`src/rtl/gysc_fifo_ctrl.sv`:
```
// Decimating XYZ history FIFO controller: packs frames into a single-port SRAM and serves host pops.
// Optional watermark interrupt is built when GYSC_FIFO_WMARK_EN is defined.
module gysc_fifo_ctrl #(
    parameter int AW = 5
) (
    input  logic          clk,
    input  logic          rst_n,
    input  logic          fifo_en,
    input  logic          overwrite,
    input  logic [3:0]    odr_div,
    input  logic          flush,
    input  logic          sample_valid,
    input  logic [31:0]   x_data,
    input  logic [31:0]   y_data,
    input  logic [31:0]   z_data,
    input  logic          pop_req,
    output logic [31:0]   pop_x,
    output logic [31:0]   pop_y,
    output logic [31:0]   pop_z,
    output logic          pop_done,
    output logic          pop_empty,
    output logic [AW:0]   level,
    output logic          full,
    output logic          empty,
    output logic          overflow,
    input  logic          ovf_clr,
    input  logic [AW:0]   wmark,
    output logic          wmark_irq,
    output logic          mem_en,
    output logic          mem_we,
    output logic [AW+1:0] mem_addr,
    output logic [31:0]   mem_wdata,
    input  logic [31:0]   mem_rdata,
    output logic [2:0]    dbg_state
);

    localparam logic [31:0] QNAN  = 32'h7FC0_0000;
    localparam logic [AW:0] DEPTH = {1'b1, {AW{1'b0}}};

    typedef enum logic [2:0] {
        ST_IDLE, ST_WR0, ST_WR1, ST_WR2, ST_RD0, ST_RD1, ST_RD2, ST_RD3
    } state_e;

    state_e        state_q;
    logic [AW-1:0] wr_ptr_q, rd_ptr_q;
    logic [AW:0]   level_q;
    logic [3:0]    dec_cnt_q, dec_cnt_d;
    logic          cap_fire;
    logic          wr_pending_q, rd_pending_q, empty_pop_q, ovw_q, overflow_q;
    logic [31:0]   stg_x_q, stg_y_q, stg_z_q;
    logic          mem_en_q, mem_we_q;
    logic [AW+1:0] mem_addr_q;
    logic [31:0]   mem_wdata_q;
    logic [31:0]   pop_x_q, pop_y_q, pop_z_q;
    logic          pop_done_q, pop_empty_q;
    logic          full_w;

    assign full_w = (level_q == DEPTH);

    always_comb begin
        dec_cnt_d = dec_cnt_q;
        cap_fire  = 1'b0;
        if (!fifo_en) begin
            dec_cnt_d = '0;
        end else if (sample_valid) begin
            if (dec_cnt_q >= odr_div) begin
                cap_fire  = 1'b1;
                dec_cnt_d = '0;
            end else begin
                dec_cnt_d = dec_cnt_q + 4'd1;
            end
        end
    end

    // pop_req is a one-cycle request accepted only while no pop is pending; every accepted
    // request is answered by exactly one pop_done pulse unless flush aborts it first.
    always_ff @(posedge clk or negedge rst_n) begin
        if (!rst_n) begin
            state_q      <= ST_IDLE;
            wr_ptr_q     <= '0;
            rd_ptr_q     <= '0;
            level_q      <= '0;
            dec_cnt_q    <= '0;
            wr_pending_q <= 1'b0;
            rd_pending_q <= 1'b0;
            empty_pop_q  <= 1'b0;
            ovw_q        <= 1'b0;
            overflow_q   <= 1'b0;
            stg_x_q      <= '0;
            stg_y_q      <= '0;
            stg_z_q      <= '0;
            mem_en_q     <= 1'b0;
            mem_we_q     <= 1'b0;
            mem_addr_q   <= '0;
            mem_wdata_q  <= '0;
            pop_x_q      <= QNAN;
            pop_y_q      <= QNAN;
            pop_z_q      <= QNAN;
            pop_done_q   <= 1'b0;
            pop_empty_q  <= 1'b0;
        end else if (flush) begin
            state_q      <= ST_IDLE;
            wr_ptr_q     <= '0;
            rd_ptr_q     <= '0;
            level_q      <= '0;
            dec_cnt_q    <= '0;
            wr_pending_q <= 1'b0;
            rd_pending_q <= 1'b0;
            empty_pop_q  <= 1'b0;
            ovw_q        <= 1'b0;
            overflow_q   <= 1'b0;
            mem_en_q     <= 1'b0;
            mem_we_q     <= 1'b0;
            pop_done_q   <= 1'b0;
        end else begin
            mem_en_q   <= 1'b0;
            mem_we_q   <= 1'b0;
            pop_done_q <= 1'b0;
            dec_cnt_q  <= dec_cnt_d;
            if (ovf_clr)
                overflow_q <= 1'b0;
            if (pop_req && !rd_pending_q)
                rd_pending_q <= 1'b1;
            if (cap_fire) begin
                if (wr_pending_q) begin
                    overflow_q <= 1'b1;
                end else begin
                    stg_x_q      <= x_data;
                    stg_y_q      <= y_data;
                    stg_z_q      <= z_data;
                    wr_pending_q <= 1'b1;
                end
            end
            // Empty pops answer one cycle after the IDLE decision without touching the SRAM.
            if (empty_pop_q) begin
                empty_pop_q  <= 1'b0;
                rd_pending_q <= 1'b0;
                pop_x_q      <= QNAN;
                pop_y_q      <= QNAN;
                pop_z_q      <= QNAN;
                pop_done_q   <= 1'b1;
                pop_empty_q  <= 1'b1;
            end
            case (state_q)
                ST_IDLE: begin
                    if (wr_pending_q) begin
                        if (full_w)
                            overflow_q <= 1'b1;
                        if (full_w && !overwrite) begin
                            wr_pending_q <= 1'b0;
                        end else begin
                            if (full_w)
                                rd_ptr_q <= rd_ptr_q + 1'b1;
                            ovw_q       <= full_w;
                            state_q     <= ST_WR0;
                            mem_en_q    <= 1'b1;
                            mem_we_q    <= 1'b1;
                            mem_addr_q  <= {wr_ptr_q, 2'd0};
                            mem_wdata_q <= stg_x_q;
                        end
                    end else if (rd_pending_q && !empty_pop_q) begin
                        if (level_q == '0) begin
                            empty_pop_q <= 1'b1;
                        end else begin
                            state_q    <= ST_RD0;
                            mem_en_q   <= 1'b1;
                            mem_addr_q <= {rd_ptr_q, 2'd0};
                        end
                    end
                end
                ST_WR0: begin
                    state_q     <= ST_WR1;
                    mem_en_q    <= 1'b1;
                    mem_we_q    <= 1'b1;
                    mem_addr_q  <= {wr_ptr_q, 2'd1};
                    mem_wdata_q <= stg_y_q;
                end
                ST_WR1: begin
                    state_q     <= ST_WR2;
                    mem_en_q    <= 1'b1;
                    mem_we_q    <= 1'b1;
                    mem_addr_q  <= {wr_ptr_q, 2'd2};
                    mem_wdata_q <= stg_z_q;
                end
                ST_WR2: begin
                    wr_ptr_q     <= wr_ptr_q + 1'b1;
                    wr_pending_q <= 1'b0;
                    if (!ovw_q)
                        level_q <= level_q + 1'b1;
                    // A waiting pop starts straight away; the FIFO cannot be empty after a write.
                    if (rd_pending_q) begin
                        state_q    <= ST_RD0;
                        mem_en_q   <= 1'b1;
                        mem_addr_q <= {rd_ptr_q, 2'd0};
                    end else begin
                        state_q <= ST_IDLE;
                    end
                end
                ST_RD0: begin
                    state_q    <= ST_RD1;
                    mem_en_q   <= 1'b1;
                    mem_addr_q <= {rd_ptr_q, 2'd1};
                end
                ST_RD1: begin
                    state_q    <= ST_RD2;
                    mem_en_q   <= 1'b1;
                    mem_addr_q <= {rd_ptr_q, 2'd2};
                    pop_x_q    <= mem_rdata;
                end
                ST_RD2: begin
                    state_q <= ST_RD3;
                    pop_y_q <= mem_rdata;
                end
                ST_RD3: begin
                    state_q      <= ST_IDLE;
                    pop_z_q      <= mem_rdata;
                    rd_ptr_q     <= rd_ptr_q + 1'b1;
                    level_q      <= level_q - 1'b1;
                    rd_pending_q <= 1'b0;
                    pop_done_q   <= 1'b1;
                    pop_empty_q  <= 1'b0;
                end
                default: state_q <= ST_IDLE;
            endcase
        end
    end

`ifdef GYSC_FIFO_WMARK_EN
    logic wmark_irq_q;

    always_ff @(posedge clk or negedge rst_n) begin
        if (!rst_n)
            wmark_irq_q <= 1'b0;
        else
            wmark_irq_q <= (wmark != '0) && (level_q >= wmark);
    end

    assign wmark_irq = wmark_irq_q;
`else
    logic unused_wmark;
    assign unused_wmark = ^wmark;
    assign wmark_irq    = 1'b0;
`endif

    assign pop_x     = pop_x_q;
    assign pop_y     = pop_y_q;
    assign pop_z     = pop_z_q;
    assign pop_done  = pop_done_q;
    assign pop_empty = pop_empty_q;
    assign level     = level_q;
    assign full      = full_w;
    assign empty     = (level_q == '0);
    assign overflow  = overflow_q;
    assign mem_en    = mem_en_q;
    assign mem_we    = mem_we_q;
    assign mem_addr  = mem_addr_q;
    assign mem_wdata = mem_wdata_q;
    assign dbg_state = state_q;

endmodule

```
`config.mk`:
```
export PLATFORM = sky130hd
export DESIGN_NAME = gysc_fifo_ctrl
export DESIGN_NICKNAME = d
export VERILOG_FILES = /design/src/rtl/gysc_fifo_ctrl.sv
export SDC_FILE = /design/constraint.sdc
export NUM_CORES = 1
export LEC_CHECK = 0
export ABC_CLOCK_PERIOD_IN_PS = 2490
export BUFFER_PORTS_ARGS = -buffer_cell sky130_fd_sc_hd__buf_2
export CAP_MARGIN = 10
export CORE_MARGIN = 3
export CORE_UTILIZATION = 47
export CTS_CLUSTER_DIAMETER = 60
export DETAILED_ROUTE_END_ITERATION = 12
export GPL_TIMING_DRIVEN = 0
export PLACE_DENSITY = 0.76
export SYNTH_ARGS = -nofsm -noshare
export SYNTH_HDL_FRONTEND = slang
export SYNTH_SLANG_ARGS = --single-unit
```
`constraint.sdc`:
```
create_clock -name clk -period 2.49 [get_ports clk]
set_clock_uncertainty 0.15 [all_clocks]
set_input_delay 0.3735 -clock clk [delete_from_list [all_inputs] [get_ports clk]]
set_output_delay 0.3735 -clock clk [all_outputs]
set_load 0.005 [all_outputs]
```
==> flow_summary_export.csv, run 1 <==
group,metric,value,unit
detailed_routing,routedWlPerCell,20.51,um
yosys,synth_edf_count,0,
die,die_area,25060,um2
finish,layout-drive-gt1-share,0.3793,
min_path,min_from,"overwrite",
run,max_cap_violations,0,
clocking,cts_root_buf,"clkbuf_16",
yosys,synthArstFlopShare,1.000,
pwr,leakagePower,7.466,nW
detailed_routing,final_antenna_net_count,0,
clocking,cts_htree_levels,1,
placed_design,place_congestion,0.8322,
yosys,synth_mux_area_frac,0.1048,
sta,max-slew-margin-rel,0.4432,
yosys,synth_compound_area_frac,0.1660,
yosys,seq_area_frac_synth,0.6067,
pwr,p_sw,2.724,mW
detailed_routing,drtIter0Drc,585,
yosys,synthesis.nets,1040,
critical_path,cp_slowest_cell,"dfrtp_2",
global_route,grt_pass1_wl,51970,um
yosys,synthAdderAreaFrac,0.01905,
sta,worstMarginPinSlew,835.1,ps
yosys,yosys_warnings,0,
critical_path,arrival,2770,ps
clocking,path_clk_slew,60,ps
min_path,min_path_type,"in2reg",
critical_path,critPathLaunchType,"flop",
sta,min_period,2470,ps
yosys,synth_top_family_by_area,"compound AO/OA/AOI/OAI gates",
sta,rsz0062_at_grt,"yes",
global_route,grt_overflow,0,
yosys,ys.flop_type,"dfrtp_1",
pwr,total_power,10.92,mW
detailed_routing,drt_pass1_iterations,5,
yosys,ys_ff_latch,263,
sta,setup_violations,0,
yosys,postSynthCellCount,878,
sta,tns,0,ps
finish,area.growth.synth_to_final,39.99,%
critical_path,critical_path.cell_chain,"buf_6 > nand3_4 > inv_8 > ha_1 > a21o_1 > a221o_1 > or3_1 > a31o_2 > a21oi_1",
clocking,insertion_delay,540,ps
pwr,peakVddDrop,833.5,uV
pwr,power.share.clock,0.384,
critical_path,crit_family,"compound AO/OA/AOI/OAI gates",
yosys,synth.largest_area_cell,"dfrtp_1",
sta,final_hold_viol_count,0,
critical_path,cp_max_fo,10,
pwr,swShare,0.2496,
pwr,seq_power_share,0.479,
yosys,synth_top_area_share,0.5416,
yosys,yosys.area_share.simple,0.06254,
critical_path,worst-path-buf-inv,2,
placed_design,io_buffers,290,
yosys,synth_xor_area_frac,0.009639,
yosys,synth_area_leaders,"dfrtp_1 54%, mux2_2 10%, dfstp_2 6.5%, a22o_1 5.6%, nand2_1 2.6%",
detailed_routing,vias_per_cell,5.572,
yosys,ys_types,55,
critical_path,end_kind,"flop",
detailed_routing,dr_total_vias,9205,
global_route,grt_antenna_before_repair,4,
critical_path,crit_start,"dbg_state[1]$_DFFE_PN0P_",
sta,drv_slew,0,
critical_path,setup.worst_path.class,"reg2reg",
finish,num-fill-cells,1610,
die,core_area,22710,um2
clocking,cts_num_sinks,263,
die,start_util,0.4802,
status,status,"finished clean",
die,die_width,158.3,um
yosys,avgSynthCellArea,12.42,um2
clocking,cts_tree,"built",
global_route,grt_pass1_vias,9667,
die,fp.dieH,158.3,um
global_route,grt_start_max_net_pins,120,
pwr,combPwrFrac,0.137,
detailed_routing,drcViolationCount,0,
die,io-pin-count,298,
placed_design,dp_hpwl,21220,um
critical_path,required,2790,ps
critical_path,slowest_delay,410,ps
yosys,syn_area,10900,um2
sta,period_share,0.9920,
global_route,grt_use_total,0.2617,
pwr,powerDensity,715.1,nW/um2
pwr,intPower,8.191,mW
critical_path,r2r_start,"dbg_state[1]$_DFFE_PN0P_",
finish,nets,1502,
die,rows,55,
sta,max_freq,404.8,MHz
clocking,cts_buffers,29,
clocking,clockBufferDepth,3,
detailed_routing,wirelength,33880,um
-- cells in the mapped netlist (6+ instances only) --
library cell  number
dfrtp_1          236
nand4_1            6
o22a_1            27
xor2_1             6
a21oi_1           22
a22o_1            70
nand2_1           76
mux2_2            97
o21ai_1           33
buf_2              9
ha_1              15
inv_1             13
xnor2_1            6
o22ai_1           34
clkbuf_1          36
o21ai_0           39
nor2_1            34
nand3_1            7
a31oi_1            7
dfstp_2           27
-- power groups by stage --
stage | combinational, mW | clock [mW] | sequential [mW]
detailed placement | 1.29 | 0 | 5.26
floorplan | 0.609 | 0 | 5.22
global placement | 1.23 | 0 | 5.24
finish | 1.50 | 4.19 | 5.22
global route | 1.65 | 4.44 | 5.27
CTS | 1.46 | 4.25 | 5.19
-- per-stage QoR --
stage,hold slack (ps),instances,worst slack (ps),instance area [um2],utilization
6_report,25.65,1652,19.92,15260,0.6722
5_1_grt,13.58,1652,-64.56,15260,0.6722
4_1_cts,3.968,1645,-78.17,15150,0.6670
3_5_place_dp,202.8,1455,-546.1,12810,0.5642
3_3_place_gp,312.6,1453,-4271,12750,0.5614
2_1_floorplan,-72.09,878,33.31,10940,-
-- registers in the layout, indices dropped and copies added, names as in the netlist, 3 cells and up --
register,count
dbg_state,3
dec_cnt_q,4
level,6
mem_addr,7
mem_wdata,32
pop_x,32
pop_y,32
pop_z,32
rd_ptr_q,5
stg_x_q,32
stg_y_q,32
stg_z_q,32
wr_ptr_q,5
-- routing by layer --
layer,global-route usage,vias to the layer above,wire [um]
met5,0,-,0
met4,0.1016,0,1264
met3,0.05273,87,2285
met2,0.4471,397,16900
met1,0.3298,4575,13430
li1,-,4146,-
-- placed cells by master, fill, tap and decap left out, types with 3 or more instances in the layout --
master and count:
a21o_1 3, a21oi_1 21, a22o_1 70, a22oi_1 5, a31oi_1 7, buf_2 296
buf_4 14, buf_6 7, clkbuf_1 43, clkbuf_16 30, clkbuf_2 3, clkbuf_8 4
clkinv_2 5, dfrtp_1 231, dfrtp_2 5, dfstp_2 27, diode_2 4, dlygate4sd3_1 132
ha_1 12, ha_4 3, inv_1 13, mux2_2 97, mux2i_1 5, nand2_1 76
nand2b_1 5, nand3_1 5, nand4_1 6, nor2_1 33, nor2b_1 5, nor3_1 3
nor4_1 3, o21ai_0 37, o21ai_1 35, o22a_1 27, o22ai_1 34, or3_1 3
xnor2_1 6, xor2_1 6
-- worst paths after layout --
path	end	slack, ps	cells past startpoint
max	level[5]$_DFFE_PN0P_	20	9
max in group asynchronous	stg_y_q[18]$_DFFE_PN0P_	990	3
max reg2reg	level[5]$_DFFE_PN0P_	20	9
min	wr_pending_q$_DFF_PN0_	30	3
min in group asynchronous	pop_x[11]$_DFFE_PN0P_	240	2
min reg2reg	mem_wdata[1]$_DFFE_PN0P_	330	2
-- timing repair --
item	CTS	global route
endpoints found under the hold margin	258	0
buffers inserted	4	4
pin swaps	0	2
hold buffers	132	0
endpoints found under the setup margin	121	118
gates resized for setup	19	18
-- worst register-to-register path, stage by stage (launching register included) --
cell,delay [ps]
dfrtp_2,410
buf_6,150
nand3_4,140
inv_8,70
ha_1,280
a21o_1,170
a221o_1,310
or3_1,330
a31o_2,260
a21oi_1,120
-- cells by family after synthesis --
group | after synthesis
flops | 263
compound gates | 257
simple gates | 153
mux | 102
buf+inv | 74
fa+ha+maj | 16
xor+xnor | 12
other cells | 1
-- final cells by class --
class                   count  area [um2]  share of cell area
multi-input cells         541        4056              0.2657
diodes                      4       10.01           0.0006557
clock inverters            10       110.1            0.007213
repair buffers            432        2898              0.1898
clock buffers              44       823.3             0.05393
plain buffers              57       321.6             0.02107
well taps                 285       356.6             0.02336
flip-flops and latches    263        6621              0.4338
inverters                  16       67.56            0.004426
Note: power is estimated with default switching activity, not from simulation.
==> run 2: changes to the inputs <==
Settings changed: CORE_ASPECT_RATIO set to 0.5.
==> run 2 against run 1 <==
Compared with the run above: non-clock buffer count up 5; sequential share of layout area is 0.075 points higher; sequential cell count is the same; combinational power barely moved; register-to-register slack better by 40 ps; die area grew 0.45%; clock-buffer cell count is 12 lower; design area fell by 0.17%; critical path type is now reg2out; critical endpoint is now empty; largest cell class unchanged.
==> flow_summary_export.csv, run 2 (synthesis results as in run 1) <==
group,metric,value,unit
placed_design,dp_hpwl,21420,um
critical_path,critPathLaunchType,"flop",
detailed_routing,vias_per_cell,5.527,
sta,rsz0062_at_grt,"yes",
clocking,clockBufferDepth,3,
finish,area.growth.synth_to_final,39.75,%
global_route,grt_pass1_vias,9771,
finish,nets,1502,
clocking,cts_buffers,24,
detailed_routing,drt_pass1_iterations,4,
detailed_routing,dr_total_vias,9164,
detailed_routing,wirelength,32900,um
critical_path,arrival,1920,ps
pwr,leakagePower,7.451,nW
sta,max-slew-margin-rel,0.4000,
global_route,grt_start_max_net_pins,128,
detailed_routing,drtIter0Drc,657,
sta,period_share,0.9815,
detailed_routing,final_antenna_net_count,0,
die,start_util,0.4911,
die,die_width,221.4,um
sta,min_period,2444,ps
sta,tns,0,ps
critical_path,required,1970,ps
finish,final_common_cell,"buf_2",
die,io-pin-count,298,
die,die_area,25180,um2
detailed_routing,drcViolationCount,0,
global_route,grt_antenna_before_repair,2,
pwr,powerDensity,699.8,nW/um2
clocking,insertion_delay,520,ps
pwr,total_power,10.66,mW
critical_path,setup.worst_path.class,"reg2out",
global_route,grt_overflow,0,
placed_design,io_buffers,290,
clocking,cts_num_sinks,263,
sta,drv_slew,0,
die,fp.dieH,113.7,um
run,max_cap_violations,0,
detailed_routing,routedWlPerCell,19.84,um
sta,max_freq,409.2,MHz
die,core_area,22200,um2
finish,final_cell_mix,"296 x buf_2, 231 x dfrtp_1, 132 x dlygate4sd3_1, 97 x mux2_2, 76 x nand2_1",
clocking,cts_htree_levels,1,
clocking,path_clk_slew,60,ps
critical_path,end_kind,"primary output",
global_route,grt_use_total,0.2576,
sta,final_hold_viol_count,0,
placed_design,place_congestion,0.8618,
global_route,grt_pass1_wl,52080,um
finish,layout-drive-gt1-share,0.3864,
sta,worstMarginPinSlew,900.1,ps
pwr,peakVddDrop,384.5,uV
die,rows,38,
clocking,cts_root_buf,"clkbuf_16",
clocking,cts_tree,"built",
min_path,min_path_type,"in2reg",
sta,setup_violations,0,
status,status,"finished clean",
critical_path,cp_max_fo,6,
==> run 2: changes by cell type in the layout (fill, tap and decap cells not counted), sizes merged <==
cell,previous run,this run
clkbuf,80,68
buf,321,326
clkinv,6,3
bufinv,2,4
diode,4,2
clkinvlp,1,2
==> run 2: metrics by stage <==
stage	hold slack [ps]	utilization	instances	area [um2]	worst slack (ps)
CTS	8.087	0.6788	1648	15070	-88.65
detailed placement	161.8	0.5779	1470	12830	-532.2
global route	24.16	0.6863	1658	15240	-29.81
finish	38.94	0.6863	1658	15240	46.03
floorplan	-72.09	-	878	10940	33.31
global placement	316.2	0.5750	1468	12770	-4065
==> run 2: routing by layer <==
layer,vias to the layer above,wire length (um),share of wire,GRT usage
met4,0,1416,0.043,0.1196
met5,-,0,0,0
met2,278,16610,0.50,0.4534
met3,112,1392,0.042,0.04243
met1,4640,13490,0.41,0.3168
li1,4134,-,-,-
==> run 2: final timing paths <==
kind | slack, ps | end | start | cells past startpoint
worst max-delay path | 50 | empty | level[1]$_DFFE_PN0P_ | 3
worst min-delay path | 40 | wr_pending_q$_DFF_PN0_ | overwrite | 3
worst max register to register | 60 | level[5]$_DFFE_PN0P_ | dbg_state[1]$_DFFE_PN0P_ | 9
worst min register to register | 330 | mem_wdata[24]$_DFFE_PN0P_ | mem_wdata[24]$_DFFE_PN0P_ | 2
max in group asynchronous | 630 | pop_x[11]$_DFFE_PN0P_ | rst_n | 4
min in group asynchronous | 190 | stg_y_q[27]$_DFFE_PN0P_ | rst_n | 2
==> run 2: cell type report <==
class	instances	area, um2
Clock buffer	32	681.9
Antenna cell	2	5.005
Inverter	16	67.56
Buffer	57	330.3
Timing Repair Buffer	437	2935
Multi-Input combinational cell	541	4063
Fill cell	1542	6965
Tap cell	300	375.4
Clock inverter	10	158.9
Sequential cell	263	6621
==> run 2: repair_timing <==
action,4_1_cts,5_1_grt
pin swaps,0,2
setup endpoints to repair,119,113
hold endpoints to repair,245,0
hold buffers,132,0
buffers inserted,4,9
gates resized for setup,20,26
==> run 2: where the power goes <==
part / internal [mW] / total (mW) / leakage (nW) / switching (mW)
Clock: 2.34 / 3.99 / 0.407 / 1.64
Combinational: 0.816 / 1.47 / 3.62 / 0.651
Sequential: 4.88 / 5.21 / 3.42 / 0.329
==> run 2: critical path, stage by stage (launching register included) <==
cell and delay, ps:
dfrtp_2 410, or4_4 610, nor3_4 230, buf_2 150
